==> src/rtl/cgra_im_loader_if.sv <==
// DTL loader port bundle between the host (master) and the instruction-memory loader (slave).
interface cgra_im_loader_if #(
  parameter int INTERFACE_WIDTH       = 32,
  parameter int INTERFACE_ADDR_WIDTH  = 32,
  parameter int INTERFACE_BLOCK_WIDTH = 5
);
  logic                             iDTL_Loader_CommandValid;
  logic                             oDTL_Loader_CommandAccept;
  logic                             iDTL_Loader_CommandReadWrite;
  logic [INTERFACE_ADDR_WIDTH-1:0]  iDTL_Loader_Address;
  logic [INTERFACE_BLOCK_WIDTH-1:0] iDTL_Loader_BlockSize;
  logic                             iDTL_Loader_WriteValid;
  logic                             oDTL_Loader_WriteAccept;
  logic [INTERFACE_WIDTH/8-1:0]     iDTL_Loader_WriteEnable;
  logic [INTERFACE_WIDTH-1:0]       iDTL_Loader_WriteData;
  logic                             iDTL_Loader_WriteLast;
  logic                             oDTL_Loader_ReadValid;
  logic                             iDTL_Loader_ReadAccept;
  logic                             oDTL_Loader_ReadLast;
  logic [INTERFACE_WIDTH-1:0]       oDTL_Loader_ReadData;

  modport slave (
    input  iDTL_Loader_CommandValid, iDTL_Loader_CommandReadWrite, iDTL_Loader_Address,
           iDTL_Loader_BlockSize, iDTL_Loader_WriteValid, iDTL_Loader_WriteEnable,
           iDTL_Loader_WriteData, iDTL_Loader_WriteLast, iDTL_Loader_ReadAccept,
    output oDTL_Loader_CommandAccept, oDTL_Loader_WriteAccept, oDTL_Loader_ReadValid,
           oDTL_Loader_ReadLast, oDTL_Loader_ReadData
  );

  modport master (
    output iDTL_Loader_CommandValid, iDTL_Loader_CommandReadWrite, iDTL_Loader_Address,
           iDTL_Loader_BlockSize, iDTL_Loader_WriteValid, iDTL_Loader_WriteEnable,
           iDTL_Loader_WriteData, iDTL_Loader_WriteLast, iDTL_Loader_ReadAccept,
    input  oDTL_Loader_CommandAccept, oDTL_Loader_WriteAccept, oDTL_Loader_ReadValid,
           oDTL_Loader_ReadLast, oDTL_Loader_ReadData
  );
endinterface

==> src/rtl/cgra_im_loader.sv <==
// DTL slave turning host write bursts into one-cycle instruction-memory write strobes (1 cycle after the beat).
// Accepts are registered from the next state; the host throttles reads via ReadAccept.
module cgra_im_loader #(
  parameter int INTERFACE_WIDTH       = 32,
  parameter int INTERFACE_ADDR_WIDTH  = 32,
  parameter int INTERFACE_BLOCK_WIDTH = 5,
  parameter int I_WIDTH               = 12,
  parameter int I_IMM_WIDTH           = 33,
  parameter int IM_MEM_ADDR_WIDTH     = 8,
  parameter int NUM_ID                = 6,
  parameter int NUM_IMM               = 3
) (
  input  logic                         iClk,
  input  logic                         iReset,
  cgra_im_loader_if.slave              dtl,
  output logic [NUM_ID+NUM_IMM-1:0]    oIM_WriteEnable,
  output logic [IM_MEM_ADDR_WIDTH-1:0] oIM_WriteAddress,
  output logic [I_WIDTH-1:0]           oIM_WriteData,
  output logic [I_IMM_WIDTH-1:0]       oIM_WriteData_IMM,
  output logic                         oConfigDone,
  output logic                         oProtocolError
);
  localparam int NUM_MEM = NUM_ID + NUM_IMM;
  localparam int WW      = IM_MEM_ADDR_WIDTH + 1;
  localparam int BW      = INTERFACE_BLOCK_WIDTH;
  localparam logic [3:0]         ID_LIM   = 4'(NUM_ID);
  localparam logic [3:0]         IMM_LIM  = 4'(NUM_MEM);
  localparam logic [3:0]         CTRL_SEL = 4'hF;
  localparam logic [NUM_MEM-1:0] MEM0     = NUM_MEM'(1);

  typedef enum logic [1:0] {ST_IDLE, ST_WRITE, ST_READ} state_t;

  state_t                       state_q, state_d;
  logic [3:0]                   sel_q, sel_d;
  logic [WW-1:0]                word_q, word_d;
  logic [BW-1:0]                cnt_q, cnt_d;
  logic [31:0]                  hold_q, hold_d;
  logic [NUM_MEM-1:0]           we_q, we_d;
  logic [IM_MEM_ADDR_WIDTH-1:0] waddr_q, waddr_d;
  logic [I_WIDTH-1:0]           wdata_q, wdata_d;
  logic [I_IMM_WIDTH-1:0]       wdata_imm_q, wdata_imm_d;
  logic                         cfg_done_q, cfg_done_d;
  logic                         perr_q, perr_d;
  logic                         cmd_acc_q, cmd_acc_d;
  logic                         wr_acc_q, wr_acc_d;
  logic                         rd_vld_q, rd_vld_d;
  logic                         rd_last_q, rd_last_d;
  logic                         unused_addr_bits;

  assign unused_addr_bits = ^{dtl.iDTL_Loader_Address[INTERFACE_ADDR_WIDTH-1:IM_MEM_ADDR_WIDTH+7],
                              dtl.iDTL_Loader_Address[1:0]};

  always_comb begin
    state_d     = state_q;
    sel_d       = sel_q;
    word_d      = word_q;
    cnt_d       = cnt_q;
    hold_d      = hold_q;
    we_d        = '0;
    waddr_d     = waddr_q;
    wdata_d     = wdata_q;
    wdata_imm_d = wdata_imm_q;
    cfg_done_d  = cfg_done_q;
    perr_d      = perr_q;
    case (state_q)
      ST_IDLE: begin
        if (cmd_acc_q && dtl.iDTL_Loader_CommandValid) begin
          sel_d   = dtl.iDTL_Loader_Address[IM_MEM_ADDR_WIDTH+6:IM_MEM_ADDR_WIDTH+3];
          word_d  = dtl.iDTL_Loader_Address[IM_MEM_ADDR_WIDTH+2:2];
          cnt_d   = dtl.iDTL_Loader_BlockSize;
          state_d = dtl.iDTL_Loader_CommandReadWrite ? ST_READ : ST_WRITE;
        end
      end
      ST_WRITE: begin
        if (wr_acc_q && dtl.iDTL_Loader_WriteValid) begin
          // Only the word field advances, so the select stays fixed for the whole burst.
          word_d = word_q + WW'(1);
          if (dtl.iDTL_Loader_WriteLast != (cnt_q == '0)) perr_d = 1'b1;
          if (!(&dtl.iDTL_Loader_WriteEnable)) begin
            perr_d = 1'b1;
          end else if (sel_q < ID_LIM) begin
            we_d    = MEM0 << sel_q;
            waddr_d = word_q[IM_MEM_ADDR_WIDTH-1:0];
            wdata_d = dtl.iDTL_Loader_WriteData[I_WIDTH-1:0];
          end else if (sel_q < IMM_LIM) begin
            // Immediate words arrive low half first on the even word, high bits on the odd one.
            if (!word_q[0]) begin
              hold_d = dtl.iDTL_Loader_WriteData[31:0];
            end else begin
              we_d        = MEM0 << sel_q;
              waddr_d     = word_q[WW-1:1];
              wdata_imm_d = {dtl.iDTL_Loader_WriteData[I_IMM_WIDTH-33:0], hold_q};
            end
          end else if (sel_q == CTRL_SEL) begin
            cfg_done_d = dtl.iDTL_Loader_WriteData[0];
          end else begin
            perr_d = 1'b1;
          end
          if (cnt_q == '0) state_d = ST_IDLE;
          else             cnt_d   = cnt_q - BW'(1);
        end
      end
      ST_READ: begin
        if (rd_vld_q && dtl.iDTL_Loader_ReadAccept) begin
          if (cnt_q == '0) state_d = ST_IDLE;
          else             cnt_d   = cnt_q - BW'(1);
        end
      end
      default: state_d = ST_IDLE;
    endcase
    cmd_acc_d = (state_d == ST_IDLE);
    wr_acc_d  = (state_d == ST_WRITE);
    rd_vld_d  = (state_d == ST_READ);
    rd_last_d = (state_d == ST_READ) && (cnt_d == '0);
  end

  always_ff @(posedge iClk) begin
    if (iReset) begin
      state_q     <= ST_IDLE;
      sel_q       <= '0;
      word_q      <= '0;
      cnt_q       <= '0;
      hold_q      <= '0;
      we_q        <= '0;
      waddr_q     <= '0;
      wdata_q     <= '0;
      wdata_imm_q <= '0;
      cfg_done_q  <= 1'b0;
      perr_q      <= 1'b0;
      cmd_acc_q   <= 1'b0;
      wr_acc_q    <= 1'b0;
      rd_vld_q    <= 1'b0;
      rd_last_q   <= 1'b0;
    end else begin
      state_q     <= state_d;
      sel_q       <= sel_d;
      word_q      <= word_d;
      cnt_q       <= cnt_d;
      hold_q      <= hold_d;
      we_q        <= we_d;
      waddr_q     <= waddr_d;
      wdata_q     <= wdata_d;
      wdata_imm_q <= wdata_imm_d;
      cfg_done_q  <= cfg_done_d;
      perr_q      <= perr_d;
      cmd_acc_q   <= cmd_acc_d;
      wr_acc_q    <= wr_acc_d;
      rd_vld_q    <= rd_vld_d;
      rd_last_q   <= rd_last_d;
    end
  end

  assign dtl.oDTL_Loader_CommandAccept = cmd_acc_q;
  assign dtl.oDTL_Loader_WriteAccept   = wr_acc_q;
  assign dtl.oDTL_Loader_ReadValid     = rd_vld_q;
  assign dtl.oDTL_Loader_ReadLast      = rd_last_q;
  assign dtl.oDTL_Loader_ReadData      = {{(INTERFACE_WIDTH-1){1'b0}}, cfg_done_q};

  assign oIM_WriteEnable   = we_q;
  assign oIM_WriteAddress  = waddr_q;
  assign oIM_WriteData     = wdata_q;
  assign oIM_WriteData_IMM = wdata_imm_q;
  assign oConfigDone       = cfg_done_q;
  assign oProtocolError    = perr_q;
endmodule

==> src/flat_wrapper.sv <==
// flat-port wrapper written by rule: the top's interface ports become plain ports
module cgra_im_loader_flat 
#(
  parameter int INTERFACE_WIDTH       = 32,
  parameter int INTERFACE_ADDR_WIDTH  = 32,
  parameter int INTERFACE_BLOCK_WIDTH = 5,
  parameter int I_WIDTH               = 12,
  parameter int I_IMM_WIDTH           = 33,
  parameter int IM_MEM_ADDR_WIDTH     = 8,
  parameter int NUM_ID                = 6,
  parameter int NUM_IMM               = 3
)
  (iClk, iReset, oIM_WriteEnable, oIM_WriteAddress, oIM_WriteData, oIM_WriteData_IMM, oConfigDone, oProtocolError, dtl_iDTL_Loader_CommandValid, dtl_iDTL_Loader_CommandReadWrite, dtl_iDTL_Loader_Address, dtl_iDTL_Loader_BlockSize, dtl_iDTL_Loader_WriteValid, dtl_iDTL_Loader_WriteEnable, dtl_iDTL_Loader_WriteData, dtl_iDTL_Loader_WriteLast, dtl_iDTL_Loader_ReadAccept, dtl_oDTL_Loader_CommandAccept, dtl_oDTL_Loader_WriteAccept, dtl_oDTL_Loader_ReadValid, dtl_oDTL_Loader_ReadLast, dtl_oDTL_Loader_ReadData);
  cgra_im_loader_if #(.INTERFACE_WIDTH(INTERFACE_WIDTH), .INTERFACE_ADDR_WIDTH(INTERFACE_ADDR_WIDTH), .INTERFACE_BLOCK_WIDTH(INTERFACE_BLOCK_WIDTH)) dtl_i ();
  input  logic iClk;
  input  logic iReset;
  output logic [NUM_ID+NUM_IMM-1:0] oIM_WriteEnable;
  output logic [IM_MEM_ADDR_WIDTH-1:0] oIM_WriteAddress;
  output logic [I_WIDTH-1:0] oIM_WriteData;
  output logic [I_IMM_WIDTH-1:0] oIM_WriteData_IMM;
  output logic oConfigDone;
  output logic oProtocolError;
  input wire logic [$bits(dtl_i.iDTL_Loader_CommandValid)-1:0] dtl_iDTL_Loader_CommandValid;
  input wire logic [$bits(dtl_i.iDTL_Loader_CommandReadWrite)-1:0] dtl_iDTL_Loader_CommandReadWrite;
  input wire logic [$bits(dtl_i.iDTL_Loader_Address)-1:0] dtl_iDTL_Loader_Address;
  input wire logic [$bits(dtl_i.iDTL_Loader_BlockSize)-1:0] dtl_iDTL_Loader_BlockSize;
  input wire logic [$bits(dtl_i.iDTL_Loader_WriteValid)-1:0] dtl_iDTL_Loader_WriteValid;
  input wire logic [$bits(dtl_i.iDTL_Loader_WriteEnable)-1:0] dtl_iDTL_Loader_WriteEnable;
  input wire logic [$bits(dtl_i.iDTL_Loader_WriteData)-1:0] dtl_iDTL_Loader_WriteData;
  input wire logic [$bits(dtl_i.iDTL_Loader_WriteLast)-1:0] dtl_iDTL_Loader_WriteLast;
  input wire logic [$bits(dtl_i.iDTL_Loader_ReadAccept)-1:0] dtl_iDTL_Loader_ReadAccept;
  output wire logic [$bits(dtl_i.oDTL_Loader_CommandAccept)-1:0] dtl_oDTL_Loader_CommandAccept;
  output wire logic [$bits(dtl_i.oDTL_Loader_WriteAccept)-1:0] dtl_oDTL_Loader_WriteAccept;
  output wire logic [$bits(dtl_i.oDTL_Loader_ReadValid)-1:0] dtl_oDTL_Loader_ReadValid;
  output wire logic [$bits(dtl_i.oDTL_Loader_ReadLast)-1:0] dtl_oDTL_Loader_ReadLast;
  output wire logic [$bits(dtl_i.oDTL_Loader_ReadData)-1:0] dtl_oDTL_Loader_ReadData;
  assign dtl_i.iDTL_Loader_CommandValid = dtl_iDTL_Loader_CommandValid;
  assign dtl_i.iDTL_Loader_CommandReadWrite = dtl_iDTL_Loader_CommandReadWrite;
  assign dtl_i.iDTL_Loader_Address = dtl_iDTL_Loader_Address;
  assign dtl_i.iDTL_Loader_BlockSize = dtl_iDTL_Loader_BlockSize;
  assign dtl_i.iDTL_Loader_WriteValid = dtl_iDTL_Loader_WriteValid;
  assign dtl_i.iDTL_Loader_WriteEnable = dtl_iDTL_Loader_WriteEnable;
  assign dtl_i.iDTL_Loader_WriteData = dtl_iDTL_Loader_WriteData;
  assign dtl_i.iDTL_Loader_WriteLast = dtl_iDTL_Loader_WriteLast;
  assign dtl_i.iDTL_Loader_ReadAccept = dtl_iDTL_Loader_ReadAccept;
  assign dtl_oDTL_Loader_CommandAccept = dtl_i.oDTL_Loader_CommandAccept;
  assign dtl_oDTL_Loader_WriteAccept = dtl_i.oDTL_Loader_WriteAccept;
  assign dtl_oDTL_Loader_ReadValid = dtl_i.oDTL_Loader_ReadValid;
  assign dtl_oDTL_Loader_ReadLast = dtl_i.oDTL_Loader_ReadLast;
  assign dtl_oDTL_Loader_ReadData = dtl_i.oDTL_Loader_ReadData;
  cgra_im_loader #(.INTERFACE_WIDTH(INTERFACE_WIDTH), .INTERFACE_ADDR_WIDTH(INTERFACE_ADDR_WIDTH), .INTERFACE_BLOCK_WIDTH(INTERFACE_BLOCK_WIDTH), .I_WIDTH(I_WIDTH), .I_IMM_WIDTH(I_IMM_WIDTH), .IM_MEM_ADDR_WIDTH(IM_MEM_ADDR_WIDTH), .NUM_ID(NUM_ID), .NUM_IMM(NUM_IMM)) u_core (.iClk(iClk), .iReset(iReset), .dtl(dtl_i), .oIM_WriteEnable(oIM_WriteEnable), .oIM_WriteAddress(oIM_WriteAddress), .oIM_WriteData(oIM_WriteData), .oIM_WriteData_IMM(oIM_WriteData_IMM), .oConfigDone(oConfigDone), .oProtocolError(oProtocolError));
endmodule
==> config.mk <==
export PLATFORM = sky130hd
export DESIGN_NAME = cgra_im_loader_flat
export DESIGN_NICKNAME = d
export VERILOG_FILES = /design/src/rtl/cgra_im_loader_if.sv /design/src/rtl/cgra_im_loader.sv /design/src/flat_wrapper.sv
export SDC_FILE = /design/constraint.sdc
export NUM_CORES = 1
export LEC_CHECK = 0
export CAP_MARGIN = 20
export CORE_AREA = 5 5 118 120
export DETAILED_ROUTE_END_ITERATION = 12
export DIE_AREA = 0 0 123 125
export PLACE_DENSITY = 0.8
export SKIP_CTS_REPAIR_TIMING = 1
export SKIP_LAST_GASP = 1
export SYNTH_ARGS = -nofsm -noshare
export SYNTH_HDL_FRONTEND = slang
export SYNTH_SLANG_ARGS = --single-unit
==> constraint.sdc <==
create_clock -name iClk -period 3.6 [get_ports iClk]
set_clock_uncertainty 0.15 [all_clocks]
set_input_delay 0.9 -clock iClk [delete_from_list [all_inputs] [get_ports iClk]]
set_output_delay 0.9 -clock iClk [all_outputs]
set_load 0.005 [all_outputs]
# Word-level counts from Yosys, hierarchy flattened

Index checks and enable logic that the tools add are counted.

Bitwise logic cells: 6
$lt $le $gt $ge: 2
Add/sub/neg operators: 2
Shift-type cells: 1
Reductions and logical operators: 21
Equal/unequal tests: 8
Mux-type cells: 25

Operator list:

| kind                                                | count |
|---|---|
| two-way mux 9 bit                                   | 5 |
| AND reduction 9 bit                                 | 3 |
| two-way mux 8 bit                                   | 3 |
| two-way mux 5 bit                                   | 4 |
| case mux 9 bit (2 select lines)                     | 1 |
| case mux 5 bit (3 select lines)                     | 1 |
| logical NOT 5 bit                                   | 2 |
| two-way mux 2 bit                                   | 5 |
| adder 9 x 1 -> 9 bit, second input constant         | 1 |
| left shift 1 x 4 -> 9 bit, first input constant     | 1 |
| AND reduction 8 bit                                 | 1 |
| AND reduction 7 bit                                 | 1 |
| NOT 1 bit                                           | 6 |
| case mux 2 bit (3 select lines)                     | 1 |
| nonzero test 2 bit                                  | 3 |
| two-way mux 1 bit                                   | 5 |
| subtractor 5 x 1 -> 5 bit, second input constant    | 1 |
| equality test 2 x 1 -> 1 bit, second input constant | 2 |
| equality test 2 bit, second input constant          | 2 |
| equality test 4 bit, second input constant          | 1 |
| logical AND 1 bit                                   | 4 |
| logical NOT 2 bit                                   | 2 |
| < comparator 4 x 3 -> 1 bit, second input constant  | 1 |
| < comparator 4 bit, second input constant           | 1 |
| other kinds (6)                                     | 8 |

Input bits: 80
Register bits: 120

# Depth between registers and ports, before layout

Word-level depth: 7
Gate-level depth with buffers: 9
Depth with buffers taken out: 7

# Worst setup path before layout

No wires, ideal clock.

Path type: in2reg
From: in dtl_iDTL_Loader_WriteEnable[2]
To: reg u_core.waddr_q[5] (netlist: u_core.oIM_WriteAddress[5])
Stages: 7
Setup slack: 1.247 ns
Arrival time: 2.115 ns
Buffers on the path: 2
Required time: 3.362 ns
Cells stage by stage: nand4_1 -> or2_1 -> buf_6 -> nor3_4 -> buf_6 -> nor2_1 -> a311oi_2

Cells in the longest elaborated chain, start to end: 1

RTL lines:

| what                          | line                  | source |
|---|---|---|
| start, declared               | flat_wrapper.sv:28    | `input wire logic [$bits(dtl_i.iDTL_Loader_WriteEnable)-1:0] dtl_iDTL_Loader_WriteEnable;` |
| AND reduction 8 bit (no line) | n/a                   |  |
| end signal, assigned          | cgra_im_loader.sv:141 | `waddr_q <= waddr_d;` |
| end, declared                 | cgra_im_loader.sv:39  | `logic [IM_MEM_ADDR_WIDTH-1:0] waddr_q, waddr_d;` |

Every way passes these cells.
A chain may end at the register's enable or synchronous reset.

# Worst setup path in the final report

From: in dtl_iDTL_Loader_WriteEnable[0]
To: reg u_core.waddr_q[2] (netlist: u_core.oIM_WriteAddress[2])

The elaborated chain is that of the path after synthesis.

==> impl_metrics.env <==
export IMPL_pre_cts_slack_ps=460
export IMPL_clk_latency_ps=410
export IMPL_gp_congestion=0.808
export IMPL_async_flop_share_pct=0
export IMPL_ys_ff_latch=120
export IMPL_power_density_mw_per_mm2=475
export IMPL_io_buffers=129
export IMPL_drive_gt1_share_pct=6.97
export IMPL_slew_violations=0
export IMPL_seqCellArea_mm2=0.00240
export IMPL_yosys_area_top_type="dfxtp_1"
export IMPL_avgRoutedWirePerCell_um=13.4
export IMPL_drt_pass1_iter_count=4
export IMPL_antenna_found_initial=0
export IMPL_maxCapViolations=0
export IMPL_fin_nets=816
export IMPL_worstMarginPinSlew_ps=790
export IMPL_gr_usage_all_layers_pct=16.1
export IMPL_criticalPathCategory="in2reg"
export IMPL_vias=4425
export IMPL_place_hpwl_um=8500
export IMPL_finalCritPeriodShare_pct=78.4
export IMPL_ios=180
export IMPL_r2r_cells=5
export IMPL_overflow=0
export IMPL_dr_first_iter_drc_count=290
export IMPL_endpoint_kind="flip-flop"
export IMPL_yosysSeqAreaShare_pct=48.1
export IMPL_sequentialPowerShare_pct=42.5
export IMPL_status="complete, no violations"
export IMPL_startpoint="dtl_iDTL_Loader_WriteEnable[0]"
export IMPL_wl_um=12400
export IMPL_intPower_mw=2.51
export IMPL_grt_pass1_wl_um=19600
export IMPL_syn_area_per_cell_um2=8.04
export IMPL_ir_drop_mv=0.293
export IMPL_synth_edff_count=0
export IMPL_relSlewSlack_pct=47.3
export IMPL_grt_pass1_vias=4028
export IMPL_grt_max_degree=75
export IMPL_ant_nets=0
export IMPL_area_delta_synth_final_pct=36.4
export IMPL_hold_violations=0
export IMPL_synth_area_leaders="dfxtp_1, nand2_1, a21oi_1"
export IMPL_p_sw_mw=0.722
export IMPL_min_from="u_core.hold_q[30]"
export IMPL_fp_dieH_um=125
export IMPL_rsz0062_at_grt="false"
export IMPL_required_ps=3750
export IMPL_routed_via_density=4.80
export IMPL_max_freq_mhz=354
export IMPL_cts_root_buf="clkbuf_16"
export IMPL_multi_input_area_mm2=0.00223
export IMPL_cts_buffer_depth=2
export IMPL_setup_slack_ps=777
export IMPL_rr_startpoint="u_core.state_q[0]"
export IMPL_clockPowerShare_pct=50.7
export IMPL_clk_pin_slew_worst_paths_ps=50
export IMPL_yosysMostFrequentCell="nand2_1"
export IMPL_rows=42
export IMPL_numCtsBuffers=17
export IMPL_setup_viol=0
export IMPL_htreeDepth=4
export IMPL_synth_ff_type="dfxtp_1"
export IMPL_netlist_top_cells_count="nand2_1, dfxtp_1, a21oi_1"
export IMPL_core_mm2=0.0129
export IMPL_fin_crit_ps=2820
export IMPL_p_leak_nw=2.36
export IMPL_min_path_cells=2
export IMPL_synth_top_area_share_pct=48.1
export IMPL_clkSinkCount=120
export IMPL_hold_class="reg2reg"
export IMPL_cp_start_kind="primary input"
export IMPL_dieArea_mm2=0.0154
export IMPL_critPathMaxFanout=15
export IMPL_synth_area_mm2=0.00499
export IMPL_start_util_pct=38.8
export IMPL_cts_tree="yes"
export IMPL_combinationalPowerShare_pct=6.7
export IMPL_drc=0
export IMPL_num_antenna_cells=0
export IMPL_synth_warnings=0
export IMPL_final_setup_tns_ps=0
export IMPL_syn_inst=621
export IMPL_arrival_ps=2980
export IMPL_synth_distinct_cells=55
export IMPL_sw_frac_of_total_pct=22.3
export IMPL_die_w_um=123
export IMPL_fillers=1212
## cells by family after synthesis
kind of cell | Yosys count | share of synthesized area [%]
xor+xnor | 1 | 0.175
other cells | 1 | 0.0751
compound gates | 139 | 16.9
fa+ha+maj | 2 | 0.501
flops | 120 | 48.1
mux | 2 | 0.401
simple gates | 277 | 24.4
buf+inv | 79 | 9.42
## routing by layer
metal  part of all wire [%]  global-route usage (%)
met5                      0                       0
met2                     50                    26.3
met3                    6.8                    5.47
met1                     40                    19.3
met4                    2.3                    6.51
## stage by stage
stage / instances / cell area [um2] / hold slack, ps / util, % / power, mW
2_1_floorplan: 651 / 5100 / 282 / - / 1.54
5_1_grt: 922 / 6810 / 312 / 52.9 / 3.36
4_1_cts: 922 / 6810 / 300 / 52.9 / 3.27
3_5_place_dp: 891 / 6230 / 294 / 48.4 / 1.62
3_3_place_gp: 891 / 6230 / 286 / 48.4 / 1.62
6_report: 922 / 6810 / 291 / 52.9 / 3.23
## state kept, by name, indices dropped and copies added (netlist names), 2 cells and up
register and count:
u_core.oIM_WriteEnable 9, u_core.cnt_q 5, u_core.state_q 2, u_core.oIM_WriteAddress 8, u_core.word_q 9, u_core.oIM_WriteData 12, u_core.sel_q 4, u_core.hold_q 32
u_core.oIM_WriteData_IMM 33
## power by group through the flow
stage	registers, mW	logic [mW]	clock network, mW
floorplan	1.39	0.147	0
global placement	1.40	0.212	0
detailed placement	1.40	0.215	0
CTS	1.38	0.217	1.67
global route	1.38	0.239	1.74
finish	1.38	0.217	1.64
## layout by cell type (no fill, tap or decap), types with 6 or more instances in the layout
cell type	instances
o21ai_0	8
clkbuf_16	17
dfxtp_1	120
a21oi_1	94
nor2_1	35
nor3_1	8
inv_1	6
conb_1	31
nand2_1	193
buf_4	9
clkdlybuf4s50_1	128
## worst max-delay path: stages
cell	delay (ps)
clkdlybuf4s50_1	460
nand4_1	220
or2_1	390
nor3_4	560
nor2_1	130
a311oi_1	310
## layout make-up
cell class | instances | share of cell area [%]
sequential | 120 | 35.3
inverter | 6 | 0.331
clock inverter | 10 | 1.78
timing repair buffer | 137 | 19.8
tap | 176 | 3.23
clock buffer | 21 | 6.76
multi-input combinational | 452 | 32.8
## final timing paths
path	to	slack, ps
max	u_core.oIM_WriteAddress[2]	780
min	u_core.oIM_WriteData_IMM[30]	290
max reg2reg	u_core.oIM_WriteAddress[2]	1330
min reg2reg	u_core.oIM_WriteData_IMM[30]	290
(Power assumes the default switching activity.)
